==> src/rtl/dac_spi_pkg.sv <==
// rtl/dac_spi_pkg.sv - shared state encoding and DAC frame layout for the DAC SPI driver
package dac_spi_pkg;

    typedef enum logic [2:0] {
        IDLE  = 3'd0,
        LOAD  = 3'd1,
        SHIFT = 3'd2,
        GAP   = 3'd3,
        LATCH = 3'd4
    } state_t;

    localparam int FRAME_BITS   = 16;
    localparam int HALF_PERIODS = 2 * FRAME_BITS;
    localparam int BIT_CH       = 15;
    localparam int BIT_BUF      = 14;
    localparam int BIT_GA_N     = 13;
    localparam int BIT_SHDN_N   = 12;
    localparam int DATA_MSB     = 11;

endpackage

==> src/rtl/spi_tick_gen.sv <==
// rtl/spi_tick_gen.sv - one-cycle tick every CLK_DIV cycles while run is high
module spi_tick_gen #(
    parameter int CLK_DIV = 4
) (
    input  logic clk,
    input  logic rst_n,
    input  logic run,
    output logic tick
);

    localparam int CW = $clog2(CLK_DIV) + 1;
    localparam logic [CW-1:0] LAST = CW'(CLK_DIV - 1);

    logic [CW-1:0] cnt;

    always_ff @(posedge clk or negedge rst_n) begin
        if (!rst_n) begin
            cnt <= '0;
        end else if (!run || cnt == LAST) begin
            cnt <= '0;
        end else begin
            cnt <= cnt + CW'(1);
        end
    end

    assign tick = run && (cnt == LAST);

endmodule

==> src/rtl/dac_spi_driver.sv <==
// rtl/dac_spi_driver.sv - writes changed 12-bit setpoints to a dual-channel SPI DAC, then strobes LDAC once per burst
module dac_spi_driver
    import dac_spi_pkg::*;
#(
    parameter int   CLK_DIV  = 4,
    parameter logic DAC_BUF  = 1'b0,
    parameter logic DAC_GA_N = 1'b1
) (
    input  logic        clk,
    input  logic        rst_n,
    input  logic [11:0] aout0,
    input  logic [11:0] aout1,
    input  logic        en,
    output logic        dac_cs_n,
    output logic        dac_sck,
    output logic        dac_mosi,
    output logic        dac_ldac_n,
    output logic        busy
);

    localparam int HW = $clog2(HALF_PERIODS);

    state_t                state, next_state;
    logic                  sel_ch, load_ch;
    logic [11:0]           sent0, sent1;
    logic                  force0, force1;
    logic                  pend0, pend1;
    logic [11:0]           load_data;
    logic [FRAME_BITS-1:0] frame, shreg;
    logic [HW-1:0]         half_cnt;
    logic                  run, tick, last_half;

    assign pend0     = force0 | (aout0 != sent0);
    assign pend1     = force1 | (aout1 != sent1);
    assign run       = (state == SHIFT) || (state == GAP) || (state == LATCH);
    assign busy      = (state != IDLE);
    assign last_half = (half_cnt == HW'(HALF_PERIODS - 1));
    assign load_data = sel_ch ? aout1 : aout0;

    always_comb begin
        frame                 = '0;
        frame[BIT_CH]         = sel_ch;
        frame[BIT_BUF]        = DAC_BUF;
        frame[BIT_GA_N]       = DAC_GA_N;
        frame[BIT_SHDN_N]     = 1'b1;
        frame[DATA_MSB:0]     = load_data;
    end

    spi_tick_gen #(.CLK_DIV(CLK_DIV)) u_tick (
        .clk   (clk),
        .rst_n (rst_n),
        .run   (run),
        .tick  (tick)
    );

    always_ff @(posedge clk or negedge rst_n) begin
        if (!rst_n) begin
            state <= IDLE;
        end else begin
            state <= next_state;
        end
    end

    always_comb begin
        next_state = state;
        load_ch    = sel_ch;
        case (state)
            IDLE: begin
                if (en && pend0) begin
                    next_state = LOAD;
                    load_ch    = 1'b0;
                end else if (en && pend1) begin
                    next_state = LOAD;
                    load_ch    = 1'b1;
                end
            end
            LOAD:  next_state = SHIFT;
            SHIFT: if (tick && last_half) next_state = GAP;
            GAP: begin
                // Only the channel not just sent may extend the burst; a re-pended
                // same channel waits for a fresh burst so LDAC latches the first value.
                if (tick) begin
                    if (en && (sel_ch ? pend0 : pend1)) begin
                        next_state = LOAD;
                        load_ch    = ~sel_ch;
                    end else begin
                        next_state = LATCH;
                    end
                end
            end
            LATCH:   if (tick) next_state = IDLE;
            default: next_state = IDLE;
        endcase
    end

    always_ff @(posedge clk or negedge rst_n) begin
        if (!rst_n) begin
            sel_ch     <= 1'b0;
            sent0      <= '0;
            sent1      <= '0;
            force0     <= 1'b1;
            force1     <= 1'b1;
            shreg      <= '0;
            half_cnt   <= '0;
            dac_cs_n   <= 1'b1;
            dac_sck    <= 1'b0;
            dac_mosi   <= 1'b0;
            dac_ldac_n <= 1'b1;
        end else begin
            if (next_state == LOAD) sel_ch <= load_ch;
            case (state)
                LOAD: begin
                    shreg    <= frame;
                    half_cnt <= '0;
                    dac_cs_n <= 1'b0;
                    dac_sck  <= 1'b0;
                    dac_mosi <= frame[FRAME_BITS-1];
                    if (sel_ch) begin
                        sent1  <= aout1;
                        force1 <= 1'b0;
                    end else begin
                        sent0  <= aout0;
                        force0 <= 1'b0;
                    end
                end
                SHIFT: begin
                    if (tick) begin
                        half_cnt <= half_cnt + HW'(1);
                        if (last_half) begin
                            dac_cs_n <= 1'b1;
                            dac_sck  <= 1'b0;
                            dac_mosi <= 1'b0;
                        end else begin
                            dac_sck <= ~dac_sck;
                            // Data moves only on the falling edge, giving a full half-period of setup.
                            if (dac_sck) begin
                                shreg    <= shreg << 1;
                                dac_mosi <= shreg[FRAME_BITS-2];
                            end
                        end
                    end
                end
                GAP:     if (tick && next_state == LATCH) dac_ldac_n <= 1'b0;
                LATCH:   if (tick) dac_ldac_n <= 1'b1;
                default: ;
            endcase
        end
    end

endmodule

==> config.mk <==
export PLATFORM = sky130hd
export DESIGN_NAME = dac_spi_driver
export DESIGN_NICKNAME = d
export VERILOG_FILES = /design/src/rtl/dac_spi_pkg.sv /design/src/rtl/spi_tick_gen.sv /design/src/rtl/dac_spi_driver.sv
export SDC_FILE = /design/constraint.sdc
export NUM_CORES = 1
export LEC_CHECK = 0
export CAP_MARGIN = 20
export CORE_MARGIN = 1.5
export CORE_UTILIZATION = 61
export DETAILED_ROUTE_END_ITERATION = 6
export PLACE_DENSITY = 0.85
export SLEW_MARGIN = 20
export SYNTH_ARGS = -nofsm -noshare
export SYNTH_HDL_FRONTEND = slang
export SYNTH_SLANG_ARGS = --single-unit
==> constraint.sdc <==
create_clock -name clk -period 5.02 [get_ports clk]
set_input_delay 0.502 -clock clk [delete_from_list [all_inputs] [get_ports clk]]
set_output_delay 0.502 -clock clk [all_outputs]
set_load 0.1 [all_outputs]
======== Word-level counts from Yosys, hierarchy flattened ========
Index checks and enable logic that the tools add are counted.
storage, ports and cells
  ROM bits ................................ 0
  bits of input ports ..................... 27
  latch bits .............................. 0
  output and inout port bits .............. 5
  logic and storage cells ................. 96
  register bits after elaboration ......... 57
  memory bits (writable) .................. 0
  memories ................................ 0
cells by class
  reductions and logical operators ........ 23
  $add $sub $neg .......................... 2
  shifts and indexed selects .............. 0
  bitwise operators ....................... 4
  eq/ne operators ......................... 20
  $lt $le $gt $ge ......................... 0
  mux-type cells .......................... 34
  div/mod/pow operators ................... 0
  $mul .................................... 0
operators by type and width
  kind                                                                      count
  15-bit 2-to-1 mux                                                         3
  15-bit one-hot mux with 2 select lines                                    1
  12-bit inequality test                                                    2
  3-bit 2-to-1 mux                                                          7
  3-bit one-hot mux with 5 select lines                                     1
  1-bit 2-to-1 mux                                                          14
  12-bit 2-to-1 mux                                                         1
  2-bit inequality test (second input constant)                             6
  1-bit one-hot mux with 2 select lines                                     5
  5-bit one-hot mux with 2 select lines                                     1
  3-bit by 2-bit == test with 1-bit output (second input constant)          3
  3-bit AND reduction                                                       3
  3-bit by 1-bit == test with 1-bit output (second input constant)          2
  3-bit == test (second input constant)                                     2
  1-bit logical AND                                                         6
  3-bit inequality test (second input constant)                             2
  2-bit AND reduction                                                       3
  2-bit nonzero test                                                        3
  5-bit by 1-bit adder with 5-bit output (second input constant)            1
  5-bit == test (second input constant)                                     1
  5-bit 2-to-1 mux                                                          1
  5-bit AND reduction                                                       1
  2-bit by 1-bit inequality test with 1-bit output (second input constant)  2
  4-bit AND reduction                                                       1
  other kinds (7)                                                           11

======== Depth between registers and ports, before layout ========
  word-level depth ........................ 11
  depth in mapped cells ................... 9
  depth with buffers taken out ............ 7

======== By module ========
From an unflattened synthesis, not the netlist that was laid out.
unflattened totals
  cell total of the unflattened synthesis .. 271
  area, all modules ....................... 2990.4 um^2
by module, submodules not included
  module          times used  sequential area each (um^2)  cells an instance  area an instance (um^2)
  dac_spi_driver  1           1356.3                       261                2855.2
  spi_tick_gen    1           75.1                         10                 135.1

======== Worst setup path before layout ========
No wires, ideal clock.
  path kind ............................... reg2reg
  from .................................... reg half_cnt[0]
  to ...................................... reg shreg[8]
  cell stages (with the launch flop) ...... 8
  library setup time ...................... 127 ps
  buffers on the path ..................... 1
  data required time ...................... 4893 ps
  setup slack ............................. 2864 ps
  data arrival time ....................... 2029 ps
  clock period less this slack ............ 2156 ps
  cell sequence ........................... dfrtp_1 -> ha_1 -> and3_1 -> ha_1 -> nand4b_2 -> a21oi_4 -> buf_6 -> mux2_1
on the way
  longest elaborated chain between the ends .. 3
ends and longest elaborated chain
  item                                    line                   text
  from (decl)                             dac_spi_driver.sv:30   logic [HW-1:0] half_cnt;
  from (signal assigned)                  dac_spi_driver.sv:128  half_cnt <= half_cnt + HW'(1);
  5-bit == test                           dac_spi_driver.sv:37   assign last_half = (half_cnt == HW'(HALF_PERIODS - 1));
  2-bit inequality test (no source line)  -
  4-bit AND reduction (no source line)    -
  to (signal assigned)                    dac_spi_driver.sv:113  shreg <= frame;
  to (signal assigned)                    dac_spi_driver.sv:137  shreg <= shreg << 1;
  to (decl)                               dac_spi_driver.sv:29   logic [FRAME_BITS-1:0] frame, shreg;
Every way passes these cells.
A chain may end at the register's enable or synchronous reset.

======== Worst setup path in the final report ========
  from .................................... reg state[2]
  to ...................................... out busy
on the way
  longest elaborated chain between the ends .. 1
ends and longest elaborated chain
  item                    line                  text
  from (decl)             dac_spi_driver.sv:23  state_t state, next_state;
  from (signal assigned)  dac_spi_driver.sv:60  state <= next_state;
  3-bit nonzero test      dac_spi_driver.sv:36  assign busy = (state != IDLE);
  to (decl)               dac_spi_driver.sv:18  output logic busy
Every way passes these cells.

==> impl_metrics.prom <==
# TYPE chip_impl_metric gauge
chip_impl_info{name="setup.worst_path.end_class",value="output port"} 1
chip_impl_metric{name="dp.cells",unit=""} 360
chip_impl_metric{name="worst-slew-pin-transition",unit="ns"} 0.9654
chip_impl_metric{name="cts_post_setup_buffers_inserted",unit=""} 0
chip_impl_metric{name="first_global_vias",unit=""} 2110
chip_impl_metric{name="tritoncts.num_buffers",unit=""} 9
chip_impl_metric{name="post_cts_resize_count",unit=""} 0
chip_impl_metric{name="fmaxAchievable",unit="GHz"} 0.3364
chip_impl_metric{name="power.ir.vdd_worst",unit="µV"} 294.0
chip_impl_metric{name="antenna_found_initial",unit=""} 0
chip_impl_metric{name="placed_area",unit="µm²"} 3328
chip_impl_metric{name="dr.pass1.iters",unit=""} 4
chip_impl_metric{name="path_clk_slew",unit="ns"} 0.06
chip_impl_metric{name="maxSlewViolCount",unit=""} 0
chip_impl_metric{name="die_y",unit="µm"} 73.37
chip_impl_info{name="outcome",value="finished, final reports clean"} 1
chip_impl_metric{name="yosys_warning_total",unit=""} 0
chip_impl_metric{name="route.detailed.vias_per_inst",unit=""} 5.715
chip_impl_metric{name="htreeDepth",unit=""} 3
chip_impl_metric{name="finalWorstSetupSlack",unit="ns"} 2.047
chip_impl_metric{name="skew",unit="ns"} 0.007161
chip_impl_metric{name="max-cap-violations",unit=""} 0
chip_impl_info{name="hold_path_class",value="primary input to async pin"} 1
chip_impl_metric{name="cellLeakagePower",unit="nW"} 1.542
chip_impl_info{name="setup.worst_path.class",value="flip-flop to output port"} 1
chip_impl_metric{name="maximum_number_of_pins_on_one_net_before_global_route_repair",unit=""} 58
chip_impl_metric{name="fp.dieW",unit="µm"} 73.37
chip_impl_metric{name="setup_violations",unit=""} 0
chip_impl_metric{name="finalCriticalPeriod",unit="ns"} 2.973
chip_impl_metric{name="syn_nets",unit=""} 306
chip_impl_info{name="ys.flop_type",value="dfrtp_1"} 1
chip_impl_metric{name="clock-sinks",unit=""} 57
chip_impl_metric{name="routabilityCongestion",unit=""} 0.8056
chip_impl_info{name="worstSetupStartpointType",value="flip-flop"} 1
chip_impl_metric{name="final_layout_size_suffix_gt1_share",unit="%"} 14.89
chip_impl_metric{name="synth_async_sr_flop_share",unit="%"} 100.0
chip_impl_metric{name="placement_rows",unit=""} 25
chip_impl_metric{name="area.growth.synth_to_final",unit="%"} 16.57
chip_impl_info{name="root_cell_of_the_clock_tree",value="clkbuf_8"} 1
chip_impl_metric{name="portBuffers",unit=""} 31
chip_impl_metric{name="post-route-drc-count",unit=""} 0
chip_impl_metric{name="drt-total-wl",unit="µm"} 5990
chip_impl_metric{name="initial_utilization",unit="%"} 63.53
chip_impl_metric{name="fin_tns_setup",unit="ns"} 0
chip_impl_metric{name="hold_viol",unit=""} 0
chip_impl_metric{name="final_cell_count_no_fill",unit=""} 376
chip_impl_metric{name="antenna_cells_inserted",unit=""} 0
chip_impl_metric{name="syn_area_per_cell",unit="µm²"} 10.98
chip_impl_metric{name="ys_seq_area_share",unit="%"} 47.39
chip_impl_info{name="grt_setup_unrepaired",value="false"} 1
chip_impl_metric{name="synth_enable_flop_cells",unit=""} 0
chip_impl_metric{name="design_area",unit="µm²"} 3521
chip_impl_metric{name="dr.first_iter.drc_count",unit=""} 131
chip_impl_metric{name="post-route-util",unit="%"} 74.05
chip_impl_metric{name="cp.required",unit="ns"} 4.52
chip_impl_metric{name="synth_cell_types",unit=""} 45
chip_impl_metric{name="antenna_violating_nets_remaining",unit=""} 0
chip_impl_metric{name="num_vias",unit=""} 2149
chip_impl_metric{name="max-clock-path-buffers",unit=""} 2
chip_impl_metric{name="final.fill_count",unit=""} 318
chip_impl_metric{name="grt_usage",unit="%"} 25.95
chip_impl_metric{name="ctsHoldBuffers",unit=""} 0
chip_impl_metric{name="wire_length_per_cell_after_detailed_routing",unit="µm"} 15.93
chip_impl_metric{name="io-pin-count",unit=""} 32
chip_impl_metric{name="p_per_area",unit="nW/µm²"} 552.3
chip_impl_metric{name="synth_cells",unit=""} 275
chip_impl_metric{name="critical_path_fanout_max",unit=""} 17
chip_impl_metric{name="first_pass_grt_wire_length",unit="µm"} 10180
chip_impl_metric{name="post-route-period-util",unit="%"} 59.21
chip_impl_metric{name="core_area",unit="µm²"} 4755
chip_impl_metric{name="post_synth_instance_area",unit="µm²"} 3020
chip_impl_metric{name="num-nets-final",unit=""} 335
chip_impl_info{name="tritoncts",value="done"} 1
chip_impl_metric{name="worstSkewPairLatency",unit="ns"} 0.34
chip_impl_metric{name="worstPathArrival",unit="ns"} 2.47
chip_impl_metric{name="maxSlewHeadroom",unit="%"} 35.44
chip_impl_metric{name="dp_worst_setup_slack",unit="ns"} 2.410
chip_impl_metric{name="ys_ff_latch",unit=""} 57
chip_impl_metric{name="grt_overflow_total",unit=""} 0
chip_impl_metric{name="dpl.hpwl",unit="µm"} 4152
chip_impl_metric{name="die_area",unit="µm²"} 5382
==> flip-flops by register name (all words and copies together), names as in the netlist <==
name        count
dac_cs_n        1
dac_ldac_n      1
dac_mosi        1
dac_sck         1
force0          1
force1          1
half_cnt        5
sel_ch          1
sent0          12
sent1          12
shreg          15
state           3
u_tick.cnt      3
==> final timing paths <==
check,start,to,slack (ns),depth (start not counted)
setup reg to reg,sel_ch$_DFFE_PN0P_,sent1[3]$_DFFE_PN0P_,2.57,3
hold reg to reg,u_tick.cnt[0]$_DFF_PN0_,u_tick.cnt[0]$_DFF_PN0_,0.43,1
setup / recovery,state[2]$_DFF_PN0_,busy,2.05,2
hold / removal,rst_n,sent1[2]$_DFFE_PN0P_,0.28,2
max in group asynchronous,rst_n,sent0[3]$_DFFE_PN0P_,4.25,2
min in group clk,u_tick.cnt[0]$_DFF_PN0_,u_tick.cnt[0]$_DFF_PN0_,0.43,1
==> cell usage in the layout, fill, tap and decap left out, drive strengths merged, types with 2 or more instances in the layout <==
master,instances
o21ai,28
nor2,12
mux2,33
dfstp,4
clkdlybuf4s50,30
nor4,6
nand3,2
a22o,2
inv,11
nor2b,3
a31oi,4
buf,2
ha,4
nor3,4
o211ai,3
nand2b,3
clkbuf,14
clkinv,2
nand2,23
mux2i,13
a21oi,10
dfrtp,53
nand4,3
xor2,24
and3,2
==> stage by stage <==
stage / total power [mW] / hold WS [ns]
floorplan: 1.377 / 0.2064
global route: 2.086 / 0.3645
finish: 1.944 / 0.2815
detailed placement: 1.541 / 0.4285
global placement: 1.509 / 0.4237
CTS: 1.958 / 0.3167
==> power by group <==
part | switching [mW] | internal [mW] | leakage (nW)
logic | 0.386 | 0.324 | 0.752
registers | 0.177 | 0.653 | 0.688
clock network | 0.173 | 0.231 | 0.102
==> cell usage after synthesis, drive strengths merged, types with 2 or more instances <==
library cell / instances / share of area [%]
ha: 4 / 1.7
nor2: 12 / 1.7
mux2: 33 / 12
a31oi: 4 / 0.83
nor3: 4 / 0.66
buf: 10 / 2.4
nand2b: 3 / 0.62
o21ai: 28 / 4.6
a21oi: 10 / 2.0
mux2i: 13 / 4.3
clkbuf: 4 / 0.50
nand3: 2 / 0.33
nand2: 23 / 2.9
and3: 2 / 0.41
dfrtp: 53 / 44
dfstp: 4 / 3.5
o211ai: 3 / 0.75
xor2: 24 / 7.0
nor2b: 3 / 0.87
inv: 11 / 1.4
nand4: 3 / 0.62
a22o: 2 / 0.58
nor4: 6 / 2.2
==> metal layers <==
metal	GRT usage, %	wire length, µm	vias to the layer above
li1	-	-	1024
met1	34.11	2686	1044
met2	39.90	2847	65
met3	6.173	308	16
met4	13.79	147	0
met5	0	0	-
==> critical path, cell delays in order (launching register included) <==
cell and delay (ns):
dfrtp_1 0.72, or3_1 0.27, clkdlybuf4s50_1 1.15
==> cell type report <==
type	count	area (µm²)	share of cell area, %
inverter	11	41.29	1.173
timing repair buffer	32	312.8	8.884
multi-input combinational	193	1459	41.44
sequential	57	1431	40.65
clock inverter	2	10.01	0.2843
clock buffer	14	182.7	5.188
tap	67	83.83	2.381
==> logic make-up after synthesis <==
logic type	count (synthesis)	share of synthesized area (%)
adder cells (fa/ha/maj)	4	1.657
AO/OA/AOI/OAI	53	10.48
multiplexers	46	16.61
AND/OR/NAND/NOR	66	12.59
buffers and inverters	25	4.308
XOR/XNOR	24	6.959
flip-flops	57	47.39
Note: power is estimated with default switching activity, not from simulation.
